<file path="src/rtl/colour_conversion_controller.sv">
// Sequencing FSM for colour_conversion_datapath: YUV word fetch, six colour steps, three RGB writes per pixel pair.
// Optional stall input (mem_busy) is compiled in when COLOUR_CTRL_STALL_EN is defined.
module colour_conversion_controller #(
    parameter int unsigned NUM_PAIRS = 38400,
    parameter logic [17:0] Y_BASE    = 18'd0,
    parameter logic [17:0] U_BASE    = 18'd38400,
    parameter logic [17:0] V_BASE    = 18'd76800,
    parameter logic [17:0] RGB_BASE  = 18'd115200
) (
    input  logic        clk,
    input  logic        rst,
    input  logic        start,
`ifdef COLOUR_CTRL_STALL_EN
    input  logic        mem_busy,
`endif
    output logic [17:0] SRAM_addr,
    output logic        W_en,
    output logic        Yen_odd,
    output logic        Yen_even,
    output logic        Uen_odd,
    output logic        Uen_even,
    output logic        Ven_odd,
    output logic        Ven_even,
    output logic        Smux1,
    output logic [1:0]  Smux2,
    output logic        Temp_en,
    output logic        Cen,
    output logic        busy,
    output logic        done
);

    typedef enum logic [3:0] {
        S_IDLE = 4'd0,
        S_RD_Y = 4'd1,
        S_RD_U = 4'd2,
        S_RD_V = 4'd3,
        S_LD_V = 4'd4,
        S_E_R  = 4'd5,
        S_E_G  = 4'd6,
        S_E_B  = 4'd7,
        S_O_R  = 4'd8,
        S_O_G  = 4'd9,
        S_O_B  = 4'd10,
        S_DONE = 4'd11
    } state_t;

    typedef struct packed {
        logic [17:0] addr;
        logic        w_en;
        logic        yen;
        logic        uen;
        logic        ven;
        logic        smux1;
        logic [1:0]  smux2;
        logic        temp_en;
        logic        cen;
        logic        busy;
        logic        done;
    } ctrl_out_t;

    localparam logic [16:0] LAST_PAIR = 17'(NUM_PAIRS - 1);

    state_t      state_reg;
    state_t      state_next;
    logic [16:0] p_reg;
    logic [16:0] p_next;
    ctrl_out_t   out_reg;
    ctrl_out_t   out_next;
    logic        stall;

`ifdef COLOUR_CTRL_STALL_EN
    // DONE and IDLE are never frozen so a frame can always complete and restart.
    assign stall = mem_busy && (state_reg != S_IDLE) && (state_reg != S_DONE);
`else
    assign stall = 1'b0;
`endif

    // Output decode for a given state and pair index; applied to the next state so outputs are registered.
    function automatic ctrl_out_t decode(input state_t s, input logic [16:0] p);
        ctrl_out_t   o;
        logic [17:0] p_ext;
        logic [17:0] rgb_addr;
        p_ext    = {1'b0, p};
        rgb_addr = RGB_BASE + (p_ext << 1) + p_ext;
        o        = '0;
        o.busy   = (s != S_IDLE);
        case (s)
            S_IDLE: o.busy = 1'b0;
            S_RD_Y: o.addr = Y_BASE + p_ext;
            S_RD_U: begin
                o.addr = U_BASE + p_ext;
                o.yen  = 1'b1;
            end
            S_RD_V: begin
                o.addr = V_BASE + p_ext;
                o.uen  = 1'b1;
            end
            S_LD_V: o.ven = 1'b1;
            S_E_R: begin
                o.smux1   = 1'b1;
                o.smux2   = 2'd0;
                o.temp_en = 1'b1;
            end
            S_E_G: begin
                o.smux1 = 1'b1;
                o.smux2 = 2'd1;
                o.w_en  = 1'b1;
                o.addr  = rgb_addr;
            end
            S_E_B: begin
                o.smux1   = 1'b1;
                o.smux2   = 2'd2;
                o.temp_en = 1'b1;
            end
            S_O_R: begin
                o.smux1 = 1'b0;
                o.smux2 = 2'd0;
                o.w_en  = 1'b1;
                o.addr  = rgb_addr + 18'd1;
            end
            S_O_G: begin
                o.smux1   = 1'b0;
                o.smux2   = 2'd1;
                o.temp_en = 1'b1;
            end
            S_O_B: begin
                o.smux1 = 1'b0;
                o.smux2 = 2'd2;
                o.w_en  = 1'b1;
                o.cen   = 1'b1;
                o.addr  = rgb_addr + 18'd2;
            end
            S_DONE: o.done = 1'b1;
            default: o = '0;
        endcase
        return o;
    endfunction

    always_comb begin
        state_next = state_reg;
        p_next     = p_reg;
        if (!stall) begin
            case (state_reg)
                S_IDLE: begin
                    if (start) begin
                        state_next = S_RD_Y;
                        p_next     = '0;
                    end
                end
                S_RD_Y: state_next = S_RD_U;
                S_RD_U: state_next = S_RD_V;
                S_RD_V: state_next = S_LD_V;
                S_LD_V: state_next = S_E_R;
                S_E_R:  state_next = S_E_G;
                S_E_G:  state_next = S_E_B;
                S_E_B:  state_next = S_O_R;
                S_O_R:  state_next = S_O_G;
                S_O_G:  state_next = S_O_B;
                S_O_B: begin
                    if (p_reg == LAST_PAIR) begin
                        state_next = S_DONE;
                    end else begin
                        p_next     = p_reg + 17'd1;
                        state_next = S_RD_Y;
                    end
                end
                S_DONE: state_next = S_IDLE;
                default: begin
                    state_next = S_IDLE;
                    p_next     = '0;
                end
            endcase
        end
        // An illegal matrix-row select means the output register was corrupted; abandon the frame.
        if (out_reg.smux2 == 2'd3) begin
            state_next = S_IDLE;
            p_next     = '0;
        end
        out_next = decode(state_next, p_next);
    end

    always_ff @(posedge clk or posedge rst) begin
        if (rst) begin
            state_reg <= S_IDLE;
            p_reg     <= '0;
            out_reg   <= '0;
        end else begin
            state_reg <= state_next;
            p_reg     <= p_next;
            out_reg   <= out_next;
        end
    end

    // Strobes are masked while stalled; the address and mux selects simply hold.
    assign SRAM_addr = out_reg.addr;
    assign W_en      = out_reg.w_en    & ~stall;
    assign Yen_odd   = out_reg.yen     & ~stall;
    assign Yen_even  = out_reg.yen     & ~stall;
    assign Uen_odd   = out_reg.uen     & ~stall;
    assign Uen_even  = out_reg.uen     & ~stall;
    assign Ven_odd   = out_reg.ven     & ~stall;
    assign Ven_even  = out_reg.ven     & ~stall;
    assign Smux1     = out_reg.smux1;
    assign Smux2     = out_reg.smux2;
    assign Temp_en   = out_reg.temp_en & ~stall;
    assign Cen       = out_reg.cen     & ~stall;
    assign busy      = out_reg.busy;
    assign done      = out_reg.done;

endmodule

</file>
<file path="config.mk">
export PLATFORM = sky130hd
export DESIGN_NAME = colour_conversion_controller
export DESIGN_NICKNAME = d
export VERILOG_FILES = /design/src/rtl/colour_conversion_controller.sv
export SDC_FILE = /design/constraint.sdc
export NUM_CORES = 1
export LEC_CHECK = 0
export ABC_AREA = 1
export BUFFER_PORTS_ARGS = -buffer_cell sky130_fd_sc_hd__buf_2
export CAP_MARGIN = 20
export CORE_ASPECT_RATIO = 2
export CORE_MARGIN = 2
export CORE_UTILIZATION = 45
export DETAILED_ROUTE_END_ITERATION = 7
export PLACE_DENSITY_LB_ADDON = 0.08
export REMOVE_ABC_BUFFERS = 1
export SYNTH_ARGS = -nofsm -noshare
export SYNTH_HDL_FRONTEND = slang
export SYNTH_SLANG_ARGS = --single-unit
</file>
<file path="constraint.sdc">
create_clock -name clk -period 7.8 [get_ports clk]
set_input_delay 2.34 -clock clk [delete_from_list [all_inputs] [get_ports clk]]
set_output_delay 2.34 -clock clk [all_outputs]
set_load 0.01 [all_outputs]
</file>
==> Word-level counts from Yosys, hierarchy flattened <==
Index checks and enable logic that the tools add are counted.
{ "classes": {"add_sub_neg": 7, "muxes": 18, "n_eq_ne": 24, "order_cmp": 0, "bitwise": 0, "div": 0, "n_reduce_logical": 6, "n_mul": 0, "shift": 0} }
{ "ops": {"columns": ["cell", "count"], "rows": [
  ["$pmux 18 s6", 1],
  ["$mux 17", 3],
  ["$pmux 17 s3", 1],
  ["$pmux 4 s11", 1],
  ["$eq 4x3->1 const B", 8],
  ["$eq 4x4->1 const B", 8],
  ["$add 16x17->18 const A", 1],
  ["$add 17x17->18 const A", 1],
  ["$add 17x18->18 const A", 1],
  ["$add 18x1->18 const B", 1],
  ["$add 18x17->18", 1],
  ["$add 18x2->18 const B", 1],
  ["$add 17x1->17 const B", 1],
  ["$eq 17x16->1 const B", 1],
  ["$eq 4x2->1 const B", 4],
  ["$pmux 3 s5", 1],
  ["$mux 4", 3],
  ["$reduce_or 11->1", 1],
  ["$reduce_or 10->1", 1],
  ["$eq 4x1->1 const B", 2],
  ["$mux 1", 8],
  ["$reduce_or 3->1", 2],
  ["$logic_not 4->1", 1],
  ["$reduce_bool 4->1", 1],
  ["$eq 2x2->1 const B", 1]
]} }
{ "totals": {"inputBits": 3, "reg_bits": 50, "ramBits": 0, "mem_count": 0, "mem_bits_ro": 0, "latchBits": 0, "elab_cells": 68, "out_inout_bits": 32} }

==> Logic depth before layout (Yosys ltp) <==
Gate-level depths: netlist of run 1.
{ "depth": {"depth_word": 8, "depth_mapped": 29, "depth_no_buf": 29} }

==> Worst setup path after synthesis of run 1 <==
OpenSTA, ideal clock, no wires.
{ "synth_timing": {"kind": "input to register", "start": "input start", "end": "register out_reg (netlist bit SRAM_addr[17])", "slack_ps": 2180, "arrival_time_ps": 5496, "setup_time_ps": 124, "t_required_ps": 7676, "stages": 23, "n_path_buf": 1, "path_cell_list": "inv_1 -> nand4_1 -> nand3_1 -> buf_2 -> nand2_1 -> a221oi_1 -> ha_1 -> ha_1 -> fa_1 -> nand3_1 -> nand3_2 -> nand2_1 -> nand2_1 -> nand2_1 -> nand2_1 -> nor2_1 -> nand2_1 -> nor2_4 -> nand3_1 -> o21bai_1 -> nand2_1 -> nand2_1 -> nand3_1"} }
{ "synth_lines": {"columns": ["item", "line", "text"], "rows": [
  ["from (decl)", "12", "input logic start,"],
  ["to (signal assigned)", "190", "out_reg <= out_next;"],
  ["to (decl)", "67", "ctrl_out_t out_reg;"]
]} }

==> results_dict.tcl, run 1 <==
set metrics [dict create \
    cts_tree "built" \
    routed-via-count 5377 \
    wl_um 17200 \
    pwr-share-seq 0.280 \
    path_max_fanout 15 \
    met2WireLength_um 9380 \
    grt_pass1_vias 5339 \
    post-cts-setup-buffer-count 0 \
    end_kind "flop" \
    critPathKind "in -> reg" \
    clkPwrFrac 0.182 \
    nets 861 \
    via_per_inst 5.63 \
    syn_inst 781 \
    required_ns 7.99 \
    grt_antenna_before_repair 0 \
    clk_root_buffer_cell "clkbuf_16" \
    ir_worst_vdd_mv 0.225 \
    seq_area_frac_synth 0.248 \
    rows 54 \
    yosysMostFrequentCell "nand2_1" \
    hold_viol_final 0 \
    die_area_mm2 0.0121 \
    start_util 0.462 \
    largest_reg_flops 18 \
    tightest_slew_ns 0.735 \
    slew-limit-headroom 0.509 \
    arrival_ns 6.44 \
    p_leak_uw 0.00292 \
    regArea_mm2 0.00125 \
    port_buffers 34 \
    io_pins 35 \
    met1_length_um 5870 \
    hp-class "reg -> reg" \
    swShare 0.506 \
    detail-route-antenna-nets 0 \
    synthArstFlopShare 1.00 \
    max_freq_ghz 0.160 \
    p_per_area_mw_per_mm2 222 \
    setup_viol 0 \
    synthTopCellsByCount "nand2_1, nand3_1, inv_1" \
    nFillCells 1177 \
    routedWlPerCell_um 18.0 \
    routed.top_layer "met4" \
    cap_violations 0 \
    switchingPower_uw 618 \
    drive_gt1_frac 0.128 \
    cts_buffers 5 \
    cts_resized 0 \
    grtUsageTotal 0.290 \
    critPathLaunchType "input pin" \
    finalSetupTns_ns 0 \
    ctsLongestPathBuffers 2 \
    grt_overflow 0 \
    final_area_mm2 0.00550 \
    post-route-period-util 0.801 \
    rsz0062_at_grt "no" \
    clkTransAtPathRegs_ns 0.08 \
    dr.pass1.iters 5 \
    yosys_warnings 0 \
    maxSlewViolCount 0 \
    synth-main-ff-cell "dfrtp_1" \
    p_int_uw 603 \
    die_h_um 154 \
    place_congestion 1.00 \
    synthesis.area_mm2 0.00505 \
    period_needed_ns 6.25 \
    cts_hold_buffers 0 \
    hpwl_um 14100 \
    die_w_um 78.9 \
    multi_input_area_mm2 0.00334 \
    status "finished, final reports clean" \
    syn-mean-instance-area_um2 6.47 \
    synth_edf_count 0 \
    synth_top_area_cell "dfrtp_1" \
    antennaDiodeCount 0 \
    area_delta_synth_final_pct 8.91 \
    design.core.area_mm2 0.0109 \
    synth-seq-cells 50 \
    grt_pass1_wl_um 26800 \
    drt-initial-drc-count 299 \
    htreeDepth 2 \
    final_core_util 0.503 \
    fin_skew_ns 0.0104 \
    synth_top_area_share 0.248 \
    grt_max_degree 51 \
    clkLatencyLatePin_ns 0.30 \
    met3_length_um 603 \
    synthTopCellsByArea "dfrtp_1, nand2_1, ha_1, nand3_1, inv_1" \
    comb_power_share 0.539 \
    cts.sinks 50 \
    placed_cell_area_mm2 0.00534 \
    yosysUniqueCellTypes 46 \
    p_total_uw 1220 \
    drc 0 \
]
area by class of cell:
type | instances | share of cell area
inverter | 106 | 0.0732
clock inverter | 2 | 0.00273
timing repair buffer | 35 | 0.0346
multi-input combinational | 617 | 0.608
tap | 140 | 0.0318
sequential | 50 | 0.227
clock buffer | 5 | 0.0227
stage by stage:
step	worst slack, ns	hold WS, ns	std cells
floorplan	2.20	0.625	773
global placement	1.36	0.728	947
detailed placement	1.26	0.736	947
CTS	1.57	0.746	954
global route	1.06	0.781	955
finish	1.55	0.744	955
power by group through the flow:
stage | Clock (uW) | Sequential [uW] | Combinational [uW]
after floorplan | 0 | 360 | 421
after detailed placement | 0 | 347 | 652
after global placement | 0 | 346 | 647
final | 222 | 342 | 658
after global routing | 234 | 348 | 712
after CTS | 225 | 343 | 655
layer usage:
metal  vias up  global-route usage
li1       2622                   -
met1      2509               0.285
met5         -                   0
met4         0               0.210
met2       172               0.546
met3        74              0.0246
placed cells by master, fill, tap and decap left out, types with 18 or more instances in the layout:
cell type	instances
a21oi_1	25
buf_2	34
dfrtp_1	50
ha_1	42
inv_1	83
inv_2	20
nand2_1	238
nand3_1	101
nand4_1	24
nor2_1	75
o21ai_0	18
worst max-delay path, cell delays in order:
cell	delay, ns
buf_2	0.10
inv_1	0.06
nand4_1	0.10
nand3_1	0.44
nand2_1	0.10
a221oi_1	0.65
ha_1	0.36
ha_1	0.25
fa_1	0.44
xor2_1	0.30
inv_1	0.13
nor2_1	0.18
nand3_1	0.17
nor2_1	0.37
nand3_1	0.15
nand2_1	0.10
nand2_1	0.06
nand2_1	0.06
nand3_1	0.07
final timing paths:
| kind | endpoint | slack [ns] | depth (start not counted) | startpoint |
|---|---|---|---|---|
| worst max-delay path | SRAM_addr[11] | 1.55 | 19 | start |
| worst min-delay path | p_reg[2] | 0.74 | 2 | p_reg[2] |
| worst max register to register | SRAM_addr[11] | 2.89 | 22 | p_reg[0] |
| worst min register to register | p_reg[2] | 0.74 | 2 | p_reg[2] |
| max in group asynchronous | p_reg[5] | 5.34 | 3 | rst |
| min in group asynchronous | Uen_even | 1.96 | 2 | rst |
cells by family (layout without fill, tap and decap cells):
family	count (synthesis)	count (layout)	synth area share
simple gates	490	490	0.448
buf+inv	114	148	0.0906
compound gates	77	77	0.0906
flops	50	50	0.248
fa+ha+maj	43	43	0.108
xor+xnor	7	7	0.0151
Power figures use the tool's default switching activity.
==> inputs of run 2 (changes only) <==
clock period = 5.55 ns   (was 7.8 ns; I/O delays follow)
==> run 2 against run 1 <==
  * Core utilization up 1.0 points
  * Sequential power up 40%
  * Critical path depth up 4
  * Worst hold slack worse by 0.049 ns
  * Critical path type unchanged
  * Non-clock buffer count up 9
  * Routed wire length down 1.5%
  * Combinational power up 44%
  * Design area up 2.1%
  * Global-route usage down 0.15 points
  * Cell count up 1.0%
  * Clock skew down 0.0010 ns
  * Register-to-register slack worse by 2.0 ns
==> results_dict.tcl, run 2 (synthesis gave the netlist of run 1 again) <==
set metrics [dict create \
    cpMostUsedCell "nand2_1" \
    p_int_uw 972 \
    grt_overflow 0 \
    period_needed_ns 5.28 \
    rows 54 \
    nFillCells 1158 \
    cts_buffers 5 \
    crit_slowest_cell "ha_1" \
    cts.sinks 50 \
    instances_no_fill 965 \
    pwr-share-seq 0.262 \
    via_per_inst 5.58 \
    cpPeakStageDelay_ns 0.39 \
    status "finished, final reports clean" \
    grt_antenna_before_repair 0 \
    nets 870 \
    dr.pass1.iters 5 \
    clkLatencyLatePin_ns 0.29 \
    hold_viol_final 0 \
    wl_um 16900 \
    rsz0062_at_grt "no" \
    cp_cell_sequence "buf_2 -> inv_1 -> nand4_1 -> nand3_1 -> buf_4 -> nand2_1 -> nand2_1 -> nand2_1 -> ha_1 -> ha_1 -> nand2_1 -> nor2_1 -> nand3_1 -> nand3_1 -> nand2_1 -> nand2_1 -> inv_1 -> nor2_1 -> nand4_1 -> nand3_1 -> nand2_1 -> nor2_1 -> nand2_1" \
    finalSetupTns_ns 0 \
    switchingPower_uw 863 \
    p_leak_uw 0.00300 \
    largest_reg_flops 18 \
    swShare 0.470 \
    drive_gt1_frac 0.138 \
    tightest_slew_ns 0.710 \
    drc 0 \
    ctsLongestPathBuffers 2 \
    post-route-period-util 0.951 \
    die_area_mm2 0.0121 \
    drt-initial-drc-count 317 \
    design.core.area_mm2 0.0109 \
    clkPwrFrac 0.223 \
    slew-limit-headroom 0.526 \
    setup_viol 0 \
    cts_hold_buffers 0 \
    grtUsageTotal 0.289 \
    start_util 0.462 \
    routed-via-count 5385 \
    detail-route-antenna-nets 0 \
    arrival_ns 5.45 \
    regArea_mm2 0.00125 \
    hpwl_um 14000 \
    htreeDepth 2 \
    area_delta_synth_final_pct 11.2 \
    routedWlPerCell_um 17.5 \
    grt_max_degree 51 \
    die_h_um 154 \
    final_common_cell "nand2_1" \
    final_cell_mix "nand2_1, nand3_1, inv_1" \
    critPathBufInv 4 \
    clk_root_buffer_cell "clkbuf_16" \
    comb_power_share 0.516 \
    cts_resized 0 \
    critPathLaunchType "input pin" \
    fin_skew_ns 0.00932 \
    place_congestion 1.02 \
    post-cts-setup-buffer-count 0 \
    grt_pass1_vias 5388 \
    path_max_fanout 7 \
    ir_worst_vdd_mv 0.324 \
    place_inst 957 \
    end_kind "flop" \
    io_pins 35 \
    clkTransAtPathRegs_ns 0.07 \
    die_w_um 78.9 \
    p_per_area_mw_per_mm2 327 \
    antennaDiodeCount 0 \
    cp_top_family "simple AND/OR/NAND/NOR gates" \
    maxSlewViolCount 0 \
    grt_pass1_wl_um 26900 \
    required_ns 5.72 \
    p_total_uw 1830 \
    cap_violations 0 \
    cts_tree "built" \
    multi_input_area_mm2 0.00334 \
    hold_slack_ns 0.695 \
    hp-class "reg -> reg" \
    port_buffers 34 \
    max_freq_ghz 0.189 \
    critPathKind "in -> reg" \
]
==> run 2: worst register-to-register path: stages (launching register included) <==
cell      delay, ns
dfrtp_1        0.43
ha_1           0.26
inv_1          0.09
nor2_4         0.18
nand2_2        0.13
clkinv_4       0.09
nand2_1        0.14
nand2_1        0.11
o21ai_0        0.07
a221oi_1       0.40
ha_1           0.31
ha_1           0.26
fa_1           0.45
nand3_1        0.11
nand3_2        0.13
nand2_1        0.11
nand2_1        0.11
nand2_1        0.07
nand2_1        0.13
nor2_1         0.21
nand2_1        0.14
nor2_4         0.16
nand3_1        0.15
o21bai_1       0.15
nand2_1        0.06
nand2_1        0.06
nand3_1        0.06
==> run 2: power by group through the flow <==
stage | clock [uW] | sequential [uW] | combinational [uW]
final | 408 | 480 | 946
after global routing | 429 | 487 | 1020
after CTS | 415 | 480 | 943
after detailed placement | 0 | 487 | 942
after global placement | 0 | 487 | 934
after floorplan | 0 | 506 | 591
==> run 2: layer usage <==
layer	GRT usage	vias up	routed length (um)
met5	0	-	0
li1	-	2653	-
met2	0.545	183	9240
met1	0.289	2485	5930
met3	0.0217	64	525
met4	0.199	0	1220
==> run 2: path summary, 6_finish.rpt <==
| path | startpoint | end | slack (ns) | depth (start not counted) |
|---|---|---|---|---|
| max in group asynchronous | rst | p_reg[7] | 3.57 | 3 |
| worst min register to register | p_reg[3] | p_reg[3] | 0.70 | 2 |
| min in group asynchronous | rst | Uen_even | 1.53 | 3 |
| worst max-delay path | start | SRAM_addr[14] | 0.27 | 23 |
| worst min-delay path | p_reg[3] | p_reg[3] | 0.70 | 2 |
| worst max register to register | p_reg[0] | SRAM_addr[17] | 0.86 | 26 |
==> run 2: per-stage QoR <==
step | setup WS, ns | utilization | area, um2
floorplan | 0.628 | - | 5000
global placement | 0.0350 | 0.495 | 5420
detailed placement | 0.0487 | 0.495 | 5420
CTS | 0.367 | 0.513 | 5620
global route | 0.0284 | 0.513 | 5620
finish | 0.272 | 0.513 | 5620
==> run 2: area by class of cell <==
type,instances,share of cell area
Tap cell,140,0.0312
Clock buffer,6,0.0247
Multi-Input combinational cell,617,0.595
Clock inverter,2,0.0107
Sequential cell,50,0.223
Timing Repair Buffer,44,0.0437
Inverter,106,0.0717
==> inputs of run 3 (changes only) <==
CELL_PAD_IN_SITES_DETAIL_PLACEMENT = 1   (was default)
CELL_PAD_IN_SITES_GLOBAL_PLACEMENT = 1   (was default)
CORE_UTILIZATION = 40   (was 45)
==> run 3 against run 2 <==
  * Worst hold slack improved by 0.028 ns
  * Core utilization decreased by 5.9 points
  * Design area increased by 0.87%
  * Non-clock buffer count increased by 2
  * Die area increased by 12%
  * Via count increased by 3.0%
==> results_dict.tcl, run 3 (synthesis gave the netlist of run 1 again) <==
set metrics [dict create \
    status "finished, final reports clean" \
    routedWlPerCell_um 20.8 \
    p_int_uw 969 \
    area_delta_synth_final_pct 12.1 \
    grt_max_degree 51 \
    hold_slack_ns 0.723 \
    period_needed_ns 5.12 \
    critPathLaunchType "input pin" \
    drt-initial-drc-count 188 \
    grt_pass1_wl_um 32300 \
    clkTransAtPathRegs_ns 0.07 \
    end_kind "flop" \
    cpMostUsedCell "nand2_1" \
    grt_overflow 0 \
    final_common_cell "nand2_1" \
    swShare 0.484 \
    final_core_util 0.454 \
    rows 58 \
    place_congestion 0.974 \
    hp-class "reg -> reg" \
    max_freq_ghz 0.195 \
    cpPeakStageDelay_ns 0.41 \
    design.core.area_mm2 0.0125 \
    die_w_um 83.5 \
    port_buffers 34 \
    clkPwrFrac 0.222 \
    die_area_mm2 0.0136 \
    wl_um 20300 \
    p_per_area_mw_per_mm2 331 \
    hold_viol_final 0 \
    crit_slowest_cell "ha_1" \
    nFillCells 1774 \
    detail-route-antenna-nets 0 \
    dr.pass1.iters 4 \
    comb_power_share 0.523 \
    hpwl_um 17000 \
    maxSlewViolCount 0 \
    largest_reg_flops 18 \
    clk_root_buffer_cell "clkbuf_16" \
    post-cts-setup-buffer-count 0 \
    htreeDepth 2 \
    antennaDiodeCount 0 \
    io_pins 35 \
    grt_pass1_vias 6135 \
    drc 0 \
    p_leak_uw 0.00301 \
    cts_tree "built" \
    path_max_fanout 7 \
    arrival_ns 5.31 \
    via_per_inst 5.68 \
    cp_cell_sequence "buf_2 -> inv_1 -> nand4_1 -> nand3_2 -> buf_4 -> nand2_1 -> nand2_1 -> nand2_1 -> inv_1 -> ha_1 -> ha_1 -> nand2_1 -> nor2_1 -> nand3_1 -> nand3_1 -> nand2_1 -> nand2_1 -> inv_1 -> nor2_1 -> nand3_1 -> nand3_1 -> nand2_1 -> nor2_1 -> nand2_1" \
    cts_hold_buffers 0 \
    nets 872 \
    required_ns 5.74 \
    fin_skew_ns 0.0159 \
    final_cell_mix "nand2_1, nand3_1, inv_1" \
    start_util 0.405 \
    ir_worst_vdd_mv 0.339 \
    slew-limit-headroom 0.472 \
    rsz0062_at_grt "no" \
    cts.sinks 50 \
    grtUsageTotal 0.308 \
    critPathKind "in -> reg" \
    cap_violations 0 \
    post-route-period-util 0.923 \
    setup_viol 0 \
    pwr-share-seq 0.255 \
    routed-via-count 5547 \
    die_h_um 163 \
    cts_buffers 5 \
    tightest_slew_ns 0.791 \
    clkLatencyLatePin_ns 0.31 \
    grt_antenna_before_repair 0 \
    ctsLongestPathBuffers 2 \
    drive_gt1_frac 0.144 \
    switchingPower_uw 908 \
]
-- run 3: through the flow --
step	power, uW	cell area [um2]	TNS [ns]	instances	setup WS, ns
CTS	1880	5630	0	976	0.281
global route	1990	5670	0	977	0.0776
floorplan	1100	5000	0	773	0.628
detailed placement	1450	5440	-0.0611	968	-0.0367
global placement	1430	5440	0	968	0.0503
finish	1880	5670	0	977	0.429
-- run 3: worst paths after layout --
check	endpoint	slack, ns	from	cells after the start
max reg2reg	SRAM_addr[17]	0.77	p_reg[0]	26
min in group asynchronous	Uen_even	1.30	rst	2
min	p_reg[3]	0.72	p_reg[3]	2
max	SRAM_addr[14]	0.43	start	24
max in group asynchronous	p_reg[4]	3.72	rst	3
min reg2reg	p_reg[3]	0.72	p_reg[3]	2
-- run 3: cell type report --
| type | count | area [um2] | area share |
|---|---|---|---|
| clock inverter | 3 | 68.8 | 0.0121 |
| timing repair buffer | 46 | 273 | 0.0481 |
| inverter | 106 | 403 | 0.0711 |
| sequential | 50 | 1250 | 0.221 |
| tap | 150 | 188 | 0.0331 |
| clock buffer | 5 | 125 | 0.0221 |
| multi-input combinational | 617 | 3360 | 0.593 |
-- run 3: per-layer routing --
metal,GRT usage,part of all wire
met1,0.278,0.32
met2,0.625,0.58
met3,0.0238,0.023
met4,0.213,0.074
met5,0,0
-- run 3: worst max-delay path: cells and delay by family --
family	cells	cell delay [ns]
adders and majority gates	2	0.64
buffers and inverters	5	0.57
and+or+nand+nor	17	2.42
-- run 3: timing repair --
action,4_1_cts,5_1_grt
endpoints found under the setup margin,0,6
resized for setup,0,3
hold endpoints to repair,0,0
-- run 3: power groups by stage --
stage	Clock (uW)	Combinational [uW]	Sequential (uW)
floorplan	0	591	506
global placement	0	946	486
detailed placement	0	963	488
CTS	425	970	480
global route	435	1070	488
finish	416	981	479
